## src/rtl/stroke_generator.sv

```systemverilog
// Synthetic rowing-stroke source: start_drive/start_recovery pulses with programmable drive length and ratio.
// Optional recovery jitter from a 16-bit LFSR when STROKE_JITTER_EN is defined; default build has none.
module stroke_generator #(
  parameter int WIDTH = 32,
  parameter int JIT_W = 4
) (
  input  logic             count_clock,
  input  logic             reset_n,
  input  logic             enable,
  input  logic             load,
  input  logic [WIDTH-1:0] drive_len,
  input  logic [WIDTH-1:0] ratio,
  output logic             start_drive,
  output logic             start_recovery,
  output logic             in_drive,
  output logic [WIDTH-1:0] stroke_count
);

  typedef enum logic [1:0] {IDLE, DRIVE, RECOVERY} state_t;

  state_t             state;
  logic [WIDTH-1:0]   d_sh;
  logic [WIDTH-1:0]   r_sh;
  logic [WIDTH-1:0]   r_act;
  logic [WIDTH-1:0]   cnt;
  logic [2*WIDTH-1:0] product;
  logic [WIDTH-1:0]   d_load;
  logic [WIDTH-1:0]   r_load;
  logic [WIDTH:0]     r_sum;
  logic [WIDTH-1:0]   r_next;
  logic [JIT_W-1:0]   jitter;
  logic               drive_entry;

  always_comb begin
    product = {{WIDTH{1'b0}}, drive_len} * {{WIDTH{1'b0}}, ratio};
    d_load  = (drive_len == '0) ? WIDTH'(1) : drive_len;
    if (|product[2*WIDTH-1:WIDTH])
      r_load = '1;
    else if (product[WIDTH-1:0] == '0)
      r_load = WIDTH'(1);
    else
      r_load = product[WIDTH-1:0];
    // Recovery length for the stroke about to start, saturating on jitter overflow.
    r_sum  = {1'b0, r_sh} + (WIDTH+1)'(jitter);
    r_next = r_sum[WIDTH] ? '1 : r_sum[WIDTH-1:0];
    drive_entry = enable && ((state == IDLE) || (state == RECOVERY && cnt == '0));
  end

`ifdef STROKE_JITTER_EN
  logic [15:0] lfsr;
  logic        lfsr_fb;

  assign lfsr_fb = lfsr[0] ^ lfsr[2] ^ lfsr[3] ^ lfsr[5];
  assign jitter  = lfsr[JIT_W-1:0];

  always_ff @(posedge count_clock or negedge reset_n) begin
    if (!reset_n)
      lfsr <= 16'hACE1;
    else if (drive_entry)
      lfsr <= {lfsr_fb, lfsr[15:1]};
  end
`else
  assign jitter = '0;
`endif

  // The drive length is consumed directly into cnt at DRIVE entry, so only the recovery length is latched.
  always_ff @(posedge count_clock or negedge reset_n) begin
    if (!reset_n) begin
      state          <= IDLE;
      start_drive    <= 1'b0;
      start_recovery <= 1'b0;
      in_drive       <= 1'b0;
      stroke_count   <= '0;
      cnt            <= '0;
      r_act          <= '0;
      d_sh           <= WIDTH'(1);
      r_sh           <= WIDTH'(1);
    end else begin
      if (load) begin
        d_sh <= d_load;
        r_sh <= r_load;
      end
      start_drive    <= 1'b0;
      start_recovery <= 1'b0;
      if (!enable) begin
        state    <= IDLE;
        in_drive <= 1'b0;
        cnt      <= '0;
      end else begin
        case (state)
          IDLE: begin
            state       <= DRIVE;
            start_drive <= 1'b1;
            in_drive    <= 1'b1;
            cnt         <= d_sh - WIDTH'(1);
            r_act       <= r_next;
          end
          DRIVE: begin
            if (cnt == '0) begin
              state          <= RECOVERY;
              start_recovery <= 1'b1;
              in_drive       <= 1'b0;
              cnt            <= r_act - WIDTH'(1);
            end else begin
              cnt <= cnt - WIDTH'(1);
            end
          end
          RECOVERY: begin
            if (cnt == '0) begin
              state        <= DRIVE;
              stroke_count <= stroke_count + WIDTH'(1);
              start_drive  <= 1'b1;
              in_drive     <= 1'b1;
              cnt          <= d_sh - WIDTH'(1);
              r_act        <= r_next;
            end else begin
              cnt <= cnt - WIDTH'(1);
            end
          end
          default: begin
            state    <= IDLE;
            in_drive <= 1'b0;
          end
        endcase
      end
    end
  end

endmodule

```

## config.mk

```make
export PLATFORM = sky130hd
export DESIGN_NAME = stroke_generator
export DESIGN_NICKNAME = d
export VERILOG_FILES = /design/src/rtl/stroke_generator.sv
export SDC_FILE = /design/constraint.sdc
export NUM_CORES = 2
export LEC_CHECK = 0
export ABC_AREA = 1
export CAP_MARGIN = 10
export CORE_ASPECT_RATIO = 1.2
export CORE_MARGIN = 2
export CORE_UTILIZATION = 45
export DETAILED_ROUTE_END_ITERATION = 10
export HOLD_SLACK_MARGIN = 0.15
export PLACE_DENSITY = 0.59
export REMOVE_ABC_BUFFERS = 1
export SYNTH_ARGS = -nofsm -noshare
export SYNTH_HDL_FRONTEND = slang
export SYNTH_SLANG_ARGS = --single-unit
```

## constraint.sdc

```tcl
create_clock -name count_clock -period 2.2 [get_ports count_clock]
set_input_delay 0.22 -clock count_clock [delete_from_list [all_inputs] [get_ports count_clock]]
set_output_delay 0.22 -clock count_clock [all_outputs]
set_load 0.01 [all_outputs]
```

; After elaboration in Yosys (flattened, before gate mapping)
; Index checks and enable logic that the tools add are counted.
[word_totals]
ff_bits = 165
word_cells = 51
[classes]
addsub = 4
mul = 1
reduce_logical = 9
eq_ne = 6
mux = 22
[op_table]
columns = operator, n
row1 = $mux W32, 7
row2 = $logic_not A32 Y1, 3
row3 = $pmux W32 S3, 1
row4 = $sub A32 B1 Y32 const B, 3
row5 = $mul A32 B32 Y64, 1
row6 = $pmux W32 S2, 1
row7 = $add A32 B1 Y32 const B, 1
row8 = $reduce_or A32 Y1, 1
row9 = $mux W1, 7
row10 = $mux W2, 3
row11 = $pmux W2 S3, 1
row12 = $reduce_and A3 Y1, 2
row13 = $ne A4 B1 Y1 const B, 1
row14 = $ne A3 B2 Y1 const B, 1
row15 = $ne A3 B3 Y1 const B, 1
row16 = $pmux W1 S3, 1
row17 = $eq A2 B1 Y1 const B, 1
row18 = $eq A2 B2 Y1 const B, 1
row19 = $logic_not A2 Y1, 1
row20 = $ne A2 B1 Y1 const B, 1
row21 = $pmux W1 S2, 1
row22 = $reduce_and A2 Y1, 1
row23 = $reduce_bool A2 Y1, 1

; Logic depth before layout (Yosys ltp)
[logic_depth]
ltp_word = 4
depth_mapped = 43
ltp_nobuf = 40

; Worst setup path after synthesis
; OpenSTA, ideal clock, no wires.
[synth_path]
path_type = input to register
startpoint = input port drive_len[18]
endpoint = register r_sh[1]
setup_ns = 0.113
cell_stages = 36
t_arrival_ns = 6.857
setup_slack_ns = -4.770
n_path_buf = 3
cell_sequence = clkbuf_1 > clkbuf_1 > nand2_1 > fa_1 > inv_1 > fa_1 > inv_1 > fa_1 > inv_1 > fa_1 > fa_1 > fa_1 > fa_1 > inv_1 > fa_1 > inv_1 > ha_1 > nand2_1 > nor2_1 > inv_1 > nor2_1 > and2_0 > nand2_1 > nand2_1 > nand2_1 > nand2_1 > nand2_1 > nand2_1 > nand2_1 > nor2_1 > nand2_1 > nor2_2 > buf_2 > nand3_1 > nand2_1 > inv_1
[synth_via]
elab_chain_cells = 4
elab_cells_between_ends = 5
classes_between = 1 x mul / 2 x mux / 2 x reduce/logical
[synth_lines]
columns = element, line_no
row1 = start: declaration, 11  ; input logic [WIDTH-1:0] drive_len,
row2 = $mul A32 B32 Y64 *, 35  ; product = {{WIDTH{1'b0}}, drive_len} * {{WIDTH{1'b0}}, ratio};
row3 = $logic_not A32 Y1, 39  ; else if (product[WIDTH-1:0] == '0)
row4 = $mux W32, 39
row5 = $mux W32 *, 37  ; if (|product[2*WIDTH-1:WIDTH])
row6 = end signal: assignment, 81  ; r_sh <= r_load;
row7 = end: declaration, 23  ; logic [WIDTH-1:0] r_sh;
; Mark *: on every way between the ends. The rest lies on a longest branch, timed or not.
; A chain may end at the register's enable or synchronous reset.

; Worst setup path in the final report
[layout_path]
startpoint = input port drive_len[13]
endpoint = register r_sh[16]
; Same word-level chain as after synthesis.

==> results.json <==
{
  "synthSimpleGateAreaFrac_pct": 22.2,
  "maxSlewHeadroom_pct": 64.0,
  "cpMostUsedCell": "fa_1",
  "clock-sinks": 164,
  "hold_violations": 0,
  "outcome": "complete, but fails checks",
  "muxShareOfSynthArea_pct": 0.0490,
  "fin_area_mm2": 0.0607,
  "drive_gt1_share_pct": 24.1,
  "pin_count": 103,
  "fmax_ghz": 0.142,
  "gp_congestion": 0.955,
  "finalSetupViolations": 88,
  "clk_transition_reported_paths_ns": 0.07,
  "dr.pass1.iters": 8,
  "synthTopCellsByArea": "fa_1, nand2_1, inv_1",
  "synth_compound_area_share_pct": 3.06,
  "tritoncts": "done",
  "syn_area_mm2": 0.0460,
  "hold_slack_ns": 0.259,
  "netlist_instances": 6348,
  "finalWirelength_mm": 155,
  "cts_made_buffers": 17,
  "grt_max_degree": 70,
  "path_class": "in2reg",
  "core_mm2": 0.101,
  "place_area_mm2": 0.0535,
  "async_flop_share_pct": 100,
  "initial_utilization_pct": 45.4,
  "dieWidth_um": 296,
  "wl_met3_mm": 9.69,
  "synth_xor_area_share_pct": 1.98,
  "syn_area_per_cell_um2": 7.24,
  "drtIter0Drc": 3117,
  "fin_nets": 8312,
  "dpl.cell_count": 8203,
  "cts_root_buffer": "clkbuf_16",
  "overflow": 0,
  "antenna_found_initial": 6,
  "yosysWarningCount": 0,
  "tightestPinTransition_ns": 0.534,
  "rsz0062_at_grt": "yes",
  "yosys.area.top_type_share_pct": 39.0,
  "cap_violations": 0,
  "vias_per_cell": 5.02,
  "min_period_ns": 7.03,
  "synth_top_family_by_area": "adder cells",
  "area_delta_synth_final_pct": 32.0,
  "rr_endpoint": "stroke_count[27]$_DFFE_PN0P_",
  "vias": 42500,
  "worstSetupEndpointType": "flip-flop",
  "setup_ws_ns": -4.83,
  "avgRoutedWirePerCell_um": 18.3,
  "startpoint": "drive_len[13]",
  "synth_cell_types": 50,
  "synth_edf_count": 0,
  "drc": 0,
  "synth_top_cells_by_count": "nand2_1, inv_1, fa_1",
  "die_h_um": 354,
  "die_area_mm2": 0.105,
  "worstSetupEndpoint": "r_sh[16]$_DFFE_PN0P_",
  "wl_met2_mm": 77.5,
  "critPathArrivalTime_ns": 7.37,
  "grt_first_pass_wirelength_mm": 242,
  "portBuffers": 102,
  "maxSlewViolCount": 0,
  "cp-start-kind": "input port",
  "ant_nets": 0,
  "fill_cells": 9098,
  "htreeDepth": 4,
  "crit_slowest_cell": "fa_1",
  "ys_ff_latch": 164,
  "num_rows": 128,
  "cts_buffer_depth": 2,
  "finalCritPeriodShare_pct": 319,
  "required_ns": 2.54,
  "hold_class": "in2async",
  "yosys.area.top_type": "fa_1",
  "r2r_start": "cnt[1]$_DFFE_PN0P_",
  "wl_met1_mm": 60.9,
  "violations": "negative setup slack",
  "stdcell_count": 8458,
  "clk_latency_ns": 0.45,
  "cpPeakStageDelay_ns": 0.61,
  "grt_pass1_vias": 44300,
  "ys.flop_type": "dfrtp_1",
  "fin_skew_ns": 0.0138,
  "topRoutingLayerUsed": "met5",
  "track_usage_pct": 29.7,
  "dp_hpwl_mm": 119,
  "worstRegToRegCells": 15,
  "path_max_fanout": 8,
  "synth-adder-area-share_pct": 46.4,
  "ff2ff_setup_slack_ns": -0.21,
  "yosysSeqAreaShare_pct": 8.93,
  "synth_most_common_cell": "nand2_1"
}
==> what timing repair did <==
action,in CTS,in global routing
pin swaps,318,307
cloned,40,13
resized for setup,759,588
endpoints found under the hold margin,69,0
hold buffers,1,0
buffers inserted,104,72
endpoints found under the setup margin,115,117
==> per-stage QoR <==
step	setup WS [ns]	utilization (%)	TNS, ns
after floorplan	-4.68	-	-167.01
after global placement	-5.65	52.8	-186.92
after detailed placement	-5.72	52.8	-190.66
after CTS	-4.67	57.4	-149.46
after global routing	-5.05	59.9	-170.96
final	-4.83	59.9	-155.95
==> routing by layer <==
metal  global-route usage [%]  vias up
met1                     38.5    21200
met5                        0        -
li1                         -    19400
met3                     2.83      364
met2                     51.8     1505
met4                     10.4        2
==> worst max-delay path: cells and delay by family <==
family,cells,cell delay (ns)
and+or+nand+nor,15,1.48
adders and majority gates,9,4.41
buffers and inverters,14,1.23
==> final cells by class <==
cell class / count / area, um2 / share of cell area [%]
multi-input combinational: 4061 / 37200 / 61.3
antenna: 4 / 10.0 / 0.0165
tap: 1365 / 1710 / 2.81
clock buffer: 17 / 425 / 0.701
sequential: 164 / 4110 / 6.77
timing repair buffer: 975 / 10000 / 16.5
clock inverter: 15 / 169 / 0.278
inverter: 1857 / 7000 / 11.5
==> cell usage in the layout, fill, tap and decap left out, drive strengths merged, types with 30 or more instances in the layout <==
cell type / instances
buf: 890
nor3: 44
nor2: 301
nor4: 30
a21oi: 89
nand4: 38
o21ai: 134
xor2: 79
clkdlybuf4s50: 38
nand3: 160
nand2: 1924
inv: 1865
fa: 896
ha: 272
clkbuf: 34
dfrtp: 162
==> cell families (layout without fill, tap and decap cells) <==
family | Yosys count | count (layout)
adder cells (fa/ha/maj) | 1168 | 1168
other | 0 | 4
buffers and inverters | 2123 | 2864
multiplexers | 2 | 2
flip-flops | 164 | 164
AO/OA/AOI/OAI | 264 | 264
XOR/XNOR | 104 | 104
AND/OR/NAND/NOR | 2523 | 2523
==> registers in the layout, indices dropped and copies added, names as in the netlist <==
signal          flops
d_sh               32
start_drive         1
r_sh               32
state               2
stroke_count       32
cnt                32
r_act              32
start_recovery      1
==> how the worst min path moves through the flow <==
stage	startpoint	end	slack (ns)	depth (start not counted)
after floorplan	reset_n	cnt[0]$_DFFE_PN0P_	-0.08	0
after global placement	reset_n	stroke_count[0]$_DFFE_PN0P_	0.17	1
after detailed placement	reset_n	stroke_count[0]$_DFFE_PN0P_	0.18	1
after CTS	drive_len[7]	d_sh[7]$_DFFE_PN0P_	0.27	4
after global routing	drive_len[7]	d_sh[7]$_DFFE_PN0P_	0.29	4
final	reset_n	start_drive$_DFF_PN0_	0.26	2
Power is not shown: default switching activity piles up to over one toggle a cycle in this logic, so the estimate is an artifact.
